--- src/rtl/serial_adder_controller_if.sv ---
// Handshake and data bundle for the bit-serial adder: operand side
// (in_valid/in_ready, a, b, carry_in) and result side (out_valid/out_ready,
// sum, carry_out) plus the busy status flag.
interface serial_adder_controller_if #(
  parameter int WIDTH = 8
);
  logic             in_valid;
  logic             in_ready;
  logic [WIDTH-1:0] a;
  logic [WIDTH-1:0] b;
  logic             carry_in;
  logic             out_valid;
  logic             out_ready;
  logic [WIDTH-1:0] sum;
  logic             carry_out;
  logic             busy;

  // Producer/consumer side of the adder.
  modport master (
    output in_valid, a, b, carry_in, out_ready,
    input  in_ready, out_valid, sum, carry_out, busy
  );

  // The adder itself.
  modport slave (
    input  in_valid, a, b, carry_in, out_ready,
    output in_ready, out_valid, sum, carry_out, busy
  );
endinterface

--- src/rtl/serial_adder_controller.sv ---
// Bit-serial adder: one shared full_adder cell walks a WIDTH-bit operand pair
// LSB-first, one bit per clock, with a registered carry between bits.
// Results are held under backpressure until the consumer takes them.

// Single-bit full adder cell.
module full_adder (
  input  logic a,
  input  logic b,
  input  logic carry_in,
  output logic sum,
  output logic carry_out
);
  assign sum       = a ^ b ^ carry_in;
  assign carry_out = (a & b) | (carry_in & (a ^ b));
endmodule

// State table:
//   state | meaning
//   IDLE  | waiting for operands, in_ready high
//   RUN   | one bit per edge through the full adder
//   DONE  | result presented, held until out_ready
module serial_adder_controller #(
  parameter int WIDTH = 8
) (
  input  logic                      clk,
  input  logic                      reset,
  serial_adder_controller_if.slave  bus
);
  localparam int CW = $clog2(WIDTH + 1);
  localparam logic [CW-1:0] LAST_BIT = CW'(WIDTH - 1);

  typedef enum logic [1:0] {
    IDLE = 2'd0,
    RUN  = 2'd1,
    DONE = 2'd2
  } state_t;

  state_t           state;
  logic [WIDTH-1:0] a_sh;
  logic [WIDTH-1:0] b_sh;
  logic [WIDTH-1:0] sum_sh;
  logic             carry_q;
  logic [CW-1:0]    bit_cnt;
  logic             in_ready_q;
  logic             out_valid_q;
  logic             busy_q;

  logic             fa_sum;
  logic             fa_carry;
  logic [WIDTH:0]   sum_cat;

  // The only arithmetic in the block; every bit goes through this cell.
  full_adder u_full_adder (
    .a         (a_sh[0]),
    .b         (b_sh[0]),
    .carry_in  (carry_q),
    .sum       (fa_sum),
    .carry_out (fa_carry)
  );

  // New sum bit enters at the MSB while the accumulated bits move down;
  // written as a slice of a concatenation so WIDTH=1 needs no special case.
  assign sum_cat = {fa_sum, sum_sh};

  // Sequencer, shift datapath and registered handshake outputs in one block.
  always_ff @(posedge clk or posedge reset) begin
    if (reset) begin
      state       <= IDLE;
      a_sh        <= '0;
      b_sh        <= '0;
      sum_sh      <= '0;
      carry_q     <= 1'b0;
      bit_cnt     <= '0;
      in_ready_q  <= 1'b1;
      out_valid_q <= 1'b0;
      busy_q      <= 1'b0;
    end else begin
      case (state)
        IDLE: begin
          if (bus.in_valid) begin
            a_sh       <= bus.a;
            b_sh       <= bus.b;
            carry_q    <= bus.carry_in;
            sum_sh     <= '0;
            bit_cnt    <= '0;
            state      <= RUN;
            in_ready_q <= 1'b0;
            busy_q     <= 1'b1;
          end
        end
        RUN: begin
          a_sh    <= a_sh >> 1;
          b_sh    <= b_sh >> 1;
          sum_sh  <= sum_cat[WIDTH:1];
          carry_q <= fa_carry;
          bit_cnt <= bit_cnt + CW'(1);
          if (bit_cnt == LAST_BIT) begin
            state       <= DONE;
            out_valid_q <= 1'b1;
          end
        end
        DONE: begin
          // Result registers are untouched here so backpressure can last forever.
          if (bus.out_ready) begin
            state       <= IDLE;
            out_valid_q <= 1'b0;
            busy_q      <= 1'b0;
            in_ready_q  <= 1'b1;
          end
        end
        default: begin
          state       <= IDLE;
          out_valid_q <= 1'b0;
          busy_q      <= 1'b0;
          in_ready_q  <= 1'b1;
        end
      endcase
    end
  end

  assign bus.in_ready  = in_ready_q;
  assign bus.out_valid = out_valid_q;
  assign bus.busy      = busy_q;
  // Partial sums never leak out: outputs read as zero unless a result is valid.
  assign bus.sum       = out_valid_q ? sum_sh : '0;
  assign bus.carry_out = out_valid_q & carry_q;
endmodule

--- src/flat_wrapper.sv ---
// flat-port wrapper written by rule: the top's interface ports become plain ports
module serial_adder_controller_flat 
#(
  parameter int WIDTH = 8
)
  (clk, reset, bus_in_valid, bus_a, bus_b, bus_carry_in, bus_out_ready, bus_in_ready, bus_out_valid, bus_sum, bus_carry_out, bus_busy);
  serial_adder_controller_if #(.WIDTH(WIDTH)) bus_i ();
  input  logic clk;
  input  logic reset;
  input wire logic [$bits(bus_i.in_valid)-1:0] bus_in_valid;
  input wire logic [$bits(bus_i.a)-1:0] bus_a;
  input wire logic [$bits(bus_i.b)-1:0] bus_b;
  input wire logic [$bits(bus_i.carry_in)-1:0] bus_carry_in;
  input wire logic [$bits(bus_i.out_ready)-1:0] bus_out_ready;
  output wire logic [$bits(bus_i.in_ready)-1:0] bus_in_ready;
  output wire logic [$bits(bus_i.out_valid)-1:0] bus_out_valid;
  output wire logic [$bits(bus_i.sum)-1:0] bus_sum;
  output wire logic [$bits(bus_i.carry_out)-1:0] bus_carry_out;
  output wire logic [$bits(bus_i.busy)-1:0] bus_busy;
  assign bus_i.in_valid = bus_in_valid;
  assign bus_i.a = bus_a;
  assign bus_i.b = bus_b;
  assign bus_i.carry_in = bus_carry_in;
  assign bus_i.out_ready = bus_out_ready;
  assign bus_in_ready = bus_i.in_ready;
  assign bus_out_valid = bus_i.out_valid;
  assign bus_sum = bus_i.sum;
  assign bus_carry_out = bus_i.carry_out;
  assign bus_busy = bus_i.busy;
  serial_adder_controller #(.WIDTH(WIDTH)) u_core (.clk(clk), .reset(reset), .bus(bus_i));
endmodule
--- config.mk ---
export PLATFORM = sky130hd
export DESIGN_NAME = serial_adder_controller_flat
export DESIGN_NICKNAME = d
export VERILOG_FILES = /design/src/rtl/serial_adder_controller_if.sv /design/src/rtl/serial_adder_controller.sv /design/src/flat_wrapper.sv
export SDC_FILE = /design/constraint.sdc
export NUM_CORES = 1
export LEC_CHECK = 0
export CORE_MARGIN = 3
export CORE_UTILIZATION = 48
export CTS_BUF_LIST = sky130_fd_sc_hd__clkbuf_2
export CTS_CLUSTER_DIAMETER = 100
export DETAILED_ROUTE_END_ITERATION = 8
export PLACE_DENSITY = 0.79
export SKIP_LAST_GASP = 1
export SLEW_MARGIN = 10
export SYNTH_ARGS = -nofsm -noshare
export SYNTH_HDL_FRONTEND = slang
export SYNTH_SLANG_ARGS = --single-unit
--- constraint.sdc ---
create_clock -name clk -period 1.16 [get_ports clk]
set_input_delay 0.232 -clock clk [delete_from_list [all_inputs] [get_ports clk]]
set_output_delay 0.232 -clock clk [all_outputs]
set_load 0.03 [all_outputs]
==> reports/results.md <==
- dfrtp_1 — count leader, synth
- 2 — number of buffers and inverters on the critical path
- 0 — global-route congestion overflow total
- buf_6 — most common cell type on the critical path
- dfrtp_1 — most used flip-flop cell after synthesis
- flip-flops — gate family responsible for the most delay along the worst path
- 47.7% — ratio of cells with drive above 1 in the final layout
- in -> async — class of the tightest hold or removal check
- 380 ps — worst skew pair latency
- 2 — CTS Buffer Depth
- 1.23 nW — LEAKAGE
- 17.1 ps — worst clock skew
- 1240 ps — worst endpoint data arrival time
- 930 ps — required time reported for the critical path endpoint
- 52.3% — Initial Utilization
- 127% — ratio of final minimum period to clock period
- 1470 ps — clock period minus final worst setup slack
- finished, violations left — result of the run
- 183 — total nets after synthesis
- dfrtp_2 — cell with the largest stage delay on the worst path
- 9.6% — part of the power in the clock network
- 44 — final setup fails
- 55.0% — logic gate share of total power
- 3180 um2 — area of the placeable core
- 5 — number of buffers created by CTS
- 82.0% — slew margin rel.
- 264 — number of cells in the finished layout apart from fillers
- 64.9 um — Die Wd
- 4 — Initial DRT Pass Iterations
- 242 — total number of nets in the final design
- flop — sort of element at the start of the critical path
- -310 ps — final setup margin
- clkbuf_2 — Root Buffer Master
- 51.2% — proportion of synthesized chip area in sequential cells
- 5.42 — post-detailed-route via-to-cell ratio
- 1460 — number of global-route vias before repair
- 17.1 um — average wire per cell in the routed design
- 269 ps — Worst-Margin Slew
- 2 — Clock H-tree levels
- 49.7% — share of the synthesized area in the top cell type
- 33 — number of placed I/O pins
- 4210 um2 — Total Die Area
- 1660 um2 — post-synth design cell area
- 35 — pin count of the biggest net entering global routing
- 460 ps — Largest stage delay, worst path
- dfrtp_1 50%, and3b_1 6.8%, a22o_1 5.8% — largest cells by area after synthesis
- 0 — Antenna Cells
- 170 ps — register clock-pin slew on the reported worst setup and hold paths
- 32 — number of buffers inserted by port buffering
- 78.3% — final core occ
- built — CTS tree
- setup timing — violated checks
- 5 — maximum fanout count along the critical path
- 19.9% — area share of and/or/nand/nor cells after synthesis
- 0% — XOR/XNOR share of the synthesized area
- 33 x dfrtp_1, 19 x nand2_1, 16 x a21oi_1 — leading post-synthesis cells by instance count
- 18.8% — post-synthesis compound-gate area fraction
- 10.4 um2 — Avg Inst Size Synth
- 2370 nW/um2 — pwr dens
- 0 — DRC errors left
- 0.787 — global placer's final weighted congestion
- simple AND/OR/NAND/NOR gates — main combinational cell family by area after synthesis
- 160 — cell count after synthesis
- 1.28% — post-synthesis mux area share
- 39.6% — switching power as a share of total power
- 135 — initial drt markers
- 1.96% — adder-cell area share of the yosys netlist
- 100% — Post-synth ARST share
- 35.3% — sequential group share of total power
- dfrtp_1 — Yosys top cell by area
- 4520 um — sum of routed wire length over all layers
- 0 — number of max-cap violations
- output pin — element type at the critical path end
- 64.9 um — Vert. Die Dim
- 1.01 mV — IR Drop Worst-Case VDD
- reg -> out — category of the critical setup timing path
- buf_6, and2_4, buf_6 — CP cell instances
- 0 — number of buffers inserted by hold repair at cts
- yes — RSZ-0062 raised after global routing
- 0 — DRT antenna net count
- -5400 ps — Setup Total Neg Slack
- 21.2% — overall track demand over capacity in global routing
- 6790 um — global-route wire length before repair
- 0 — count of flip-flops with a built-in enable after synthesis
- 49.7% — synth-to-layout area growth
- 20 — number of rows created at floorplan
- 0 — number of failing hold endpoints at the final stage
- 1430 — vias after detailed routing
- 0 — final slew viol count
- 240 — Placed Instances
- 3.56 mW — Internal Pwr Total
- 30 — number of distinct standard cells referenced by the synthesized netlist
- 0 — antenna violations before repair
- 680 MHz — maximum operating frequency
- 2.33 mW — Switch Pwr
- 2580 um — half-perimeter wire length after detailed placement
- 0 — Yosys warning count
- 34 — synthesis-stage register bit count
- 34 — TritonCTS sink count
## routing by layer
metal	wire (um)	global-route usage [%]	up-vias
met5	0	0	-
met4	72	8.18	0
met3	160	4.33	7
met2	2430	36.9	35
met1	1860	25.7	712
li1	-	-	676
## cell usage in the layout (no fill, tap or decap), types with 2 or more instances in the layout
cell	count
a22o_1	11
dfrtp_2	3
and3b_1	13
nand2b_4	2
nor2_1	3
a22oi_2	2
nand2_4	4
nor2_4	2
nand2_2	12
a21oi_2	4
dfrtp_1	30
buf_4	20
clkbuf_2	8
o21ai_1	12
buf_6	20
and2_4	8
buf_12	2
clkdlybuf4s50_1	20
o21ai_2	5
nand2_1	3
inv_1	3
a21oi_1	12
## cell families (layout without fill, tap and decap cells)
| kind of cell | Yosys count | after routing |
|---|---|---|
| mux | 2 | 2 |
| fa+ha+maj | 2 | 2 |
| simple gates | 57 | 57 |
| compound gates | 49 | 49 |
| flops | 34 | 34 |
| buf+inv | 16 | 76 |
## state kept, by name, indices dropped and copies added, names as in the netlist
| name | cells |
|---|---|
| u_core.bus.out_valid | 1 |
| u_core.carry_q | 1 |
| u_core.bus.in_ready | 1 |
| u_core.bus.busy | 1 |
| u_core.state | 2 |
| u_core.bit_cnt | 4 |
| u_core.sum_sh | 8 |
| u_core.b_sh | 8 |
| u_core.a_sh | 8 |
## final timing paths
check,depth (start not counted),slack (ps),startpoint,to
worst min-delay path,3,170,reset,u_core.state[0]
max in group asynchronous,3,750,reset,u_core.bus.in_ready
worst max-delay path,3,-310,u_core.bus.out_valid,bus_sum[2]
worst max register to register,4,-130,u_core.state[0],u_core.sum_sh[4]
worst min register to register,2,520,u_core.a_sh[2],u_core.a_sh[2]
min in group clk,2,450,bus_a[7],u_core.a_sh[7]
## power by group through the flow
| stage | Sequential, mW | Clock, mW | Combinational (mW) |
|---|---|---|---|
| after global routing | 2.14 | 0.639 | 3.48 |
| after detailed placement | 2.05 | 0 | 2.20 |
| after global placement | 2.02 | 0 | 2.11 |
| after CTS | 1.99 | 0.565 | 2.84 |
| after floorplan | 2.01 | 0 | 1.50 |
| final | 2.08 | 0.566 | 3.24 |
## worst min-delay path: cells and delay by family
family / cells / cell delay [ps]
buffers and inverters: 3 / 690
## layout make-up
cell class | count | area, um2
clock buffer | 8 | 40.0
fill | 214 | 689
inverter | 4 | 15.0
multi-input combinational | 110 | 867
sequential | 34 | 856
tap | 44 | 55.1
timing repair buffer | 64 | 656
## timing repair
item	in CTS	in global routing
cloned	1	0
setup buffers	11	4
resized for setup	42	45
pin swaps	7	32
setup endpoints to repair	42	46
## per-stage QoR
stage	setup WS, ps	hold slack (ps)	instance area, um2	total power [mW]
floorplan	3.71	365	1680	3.51
global placement	-265	461	2070	4.13
detailed placement	-315	471	2070	4.25
CTS	-295	180	2330	5.39
global route	-383	144	2490	6.26
finish	-310	170	2490	5.89
(Power assumes the default switching activity.)
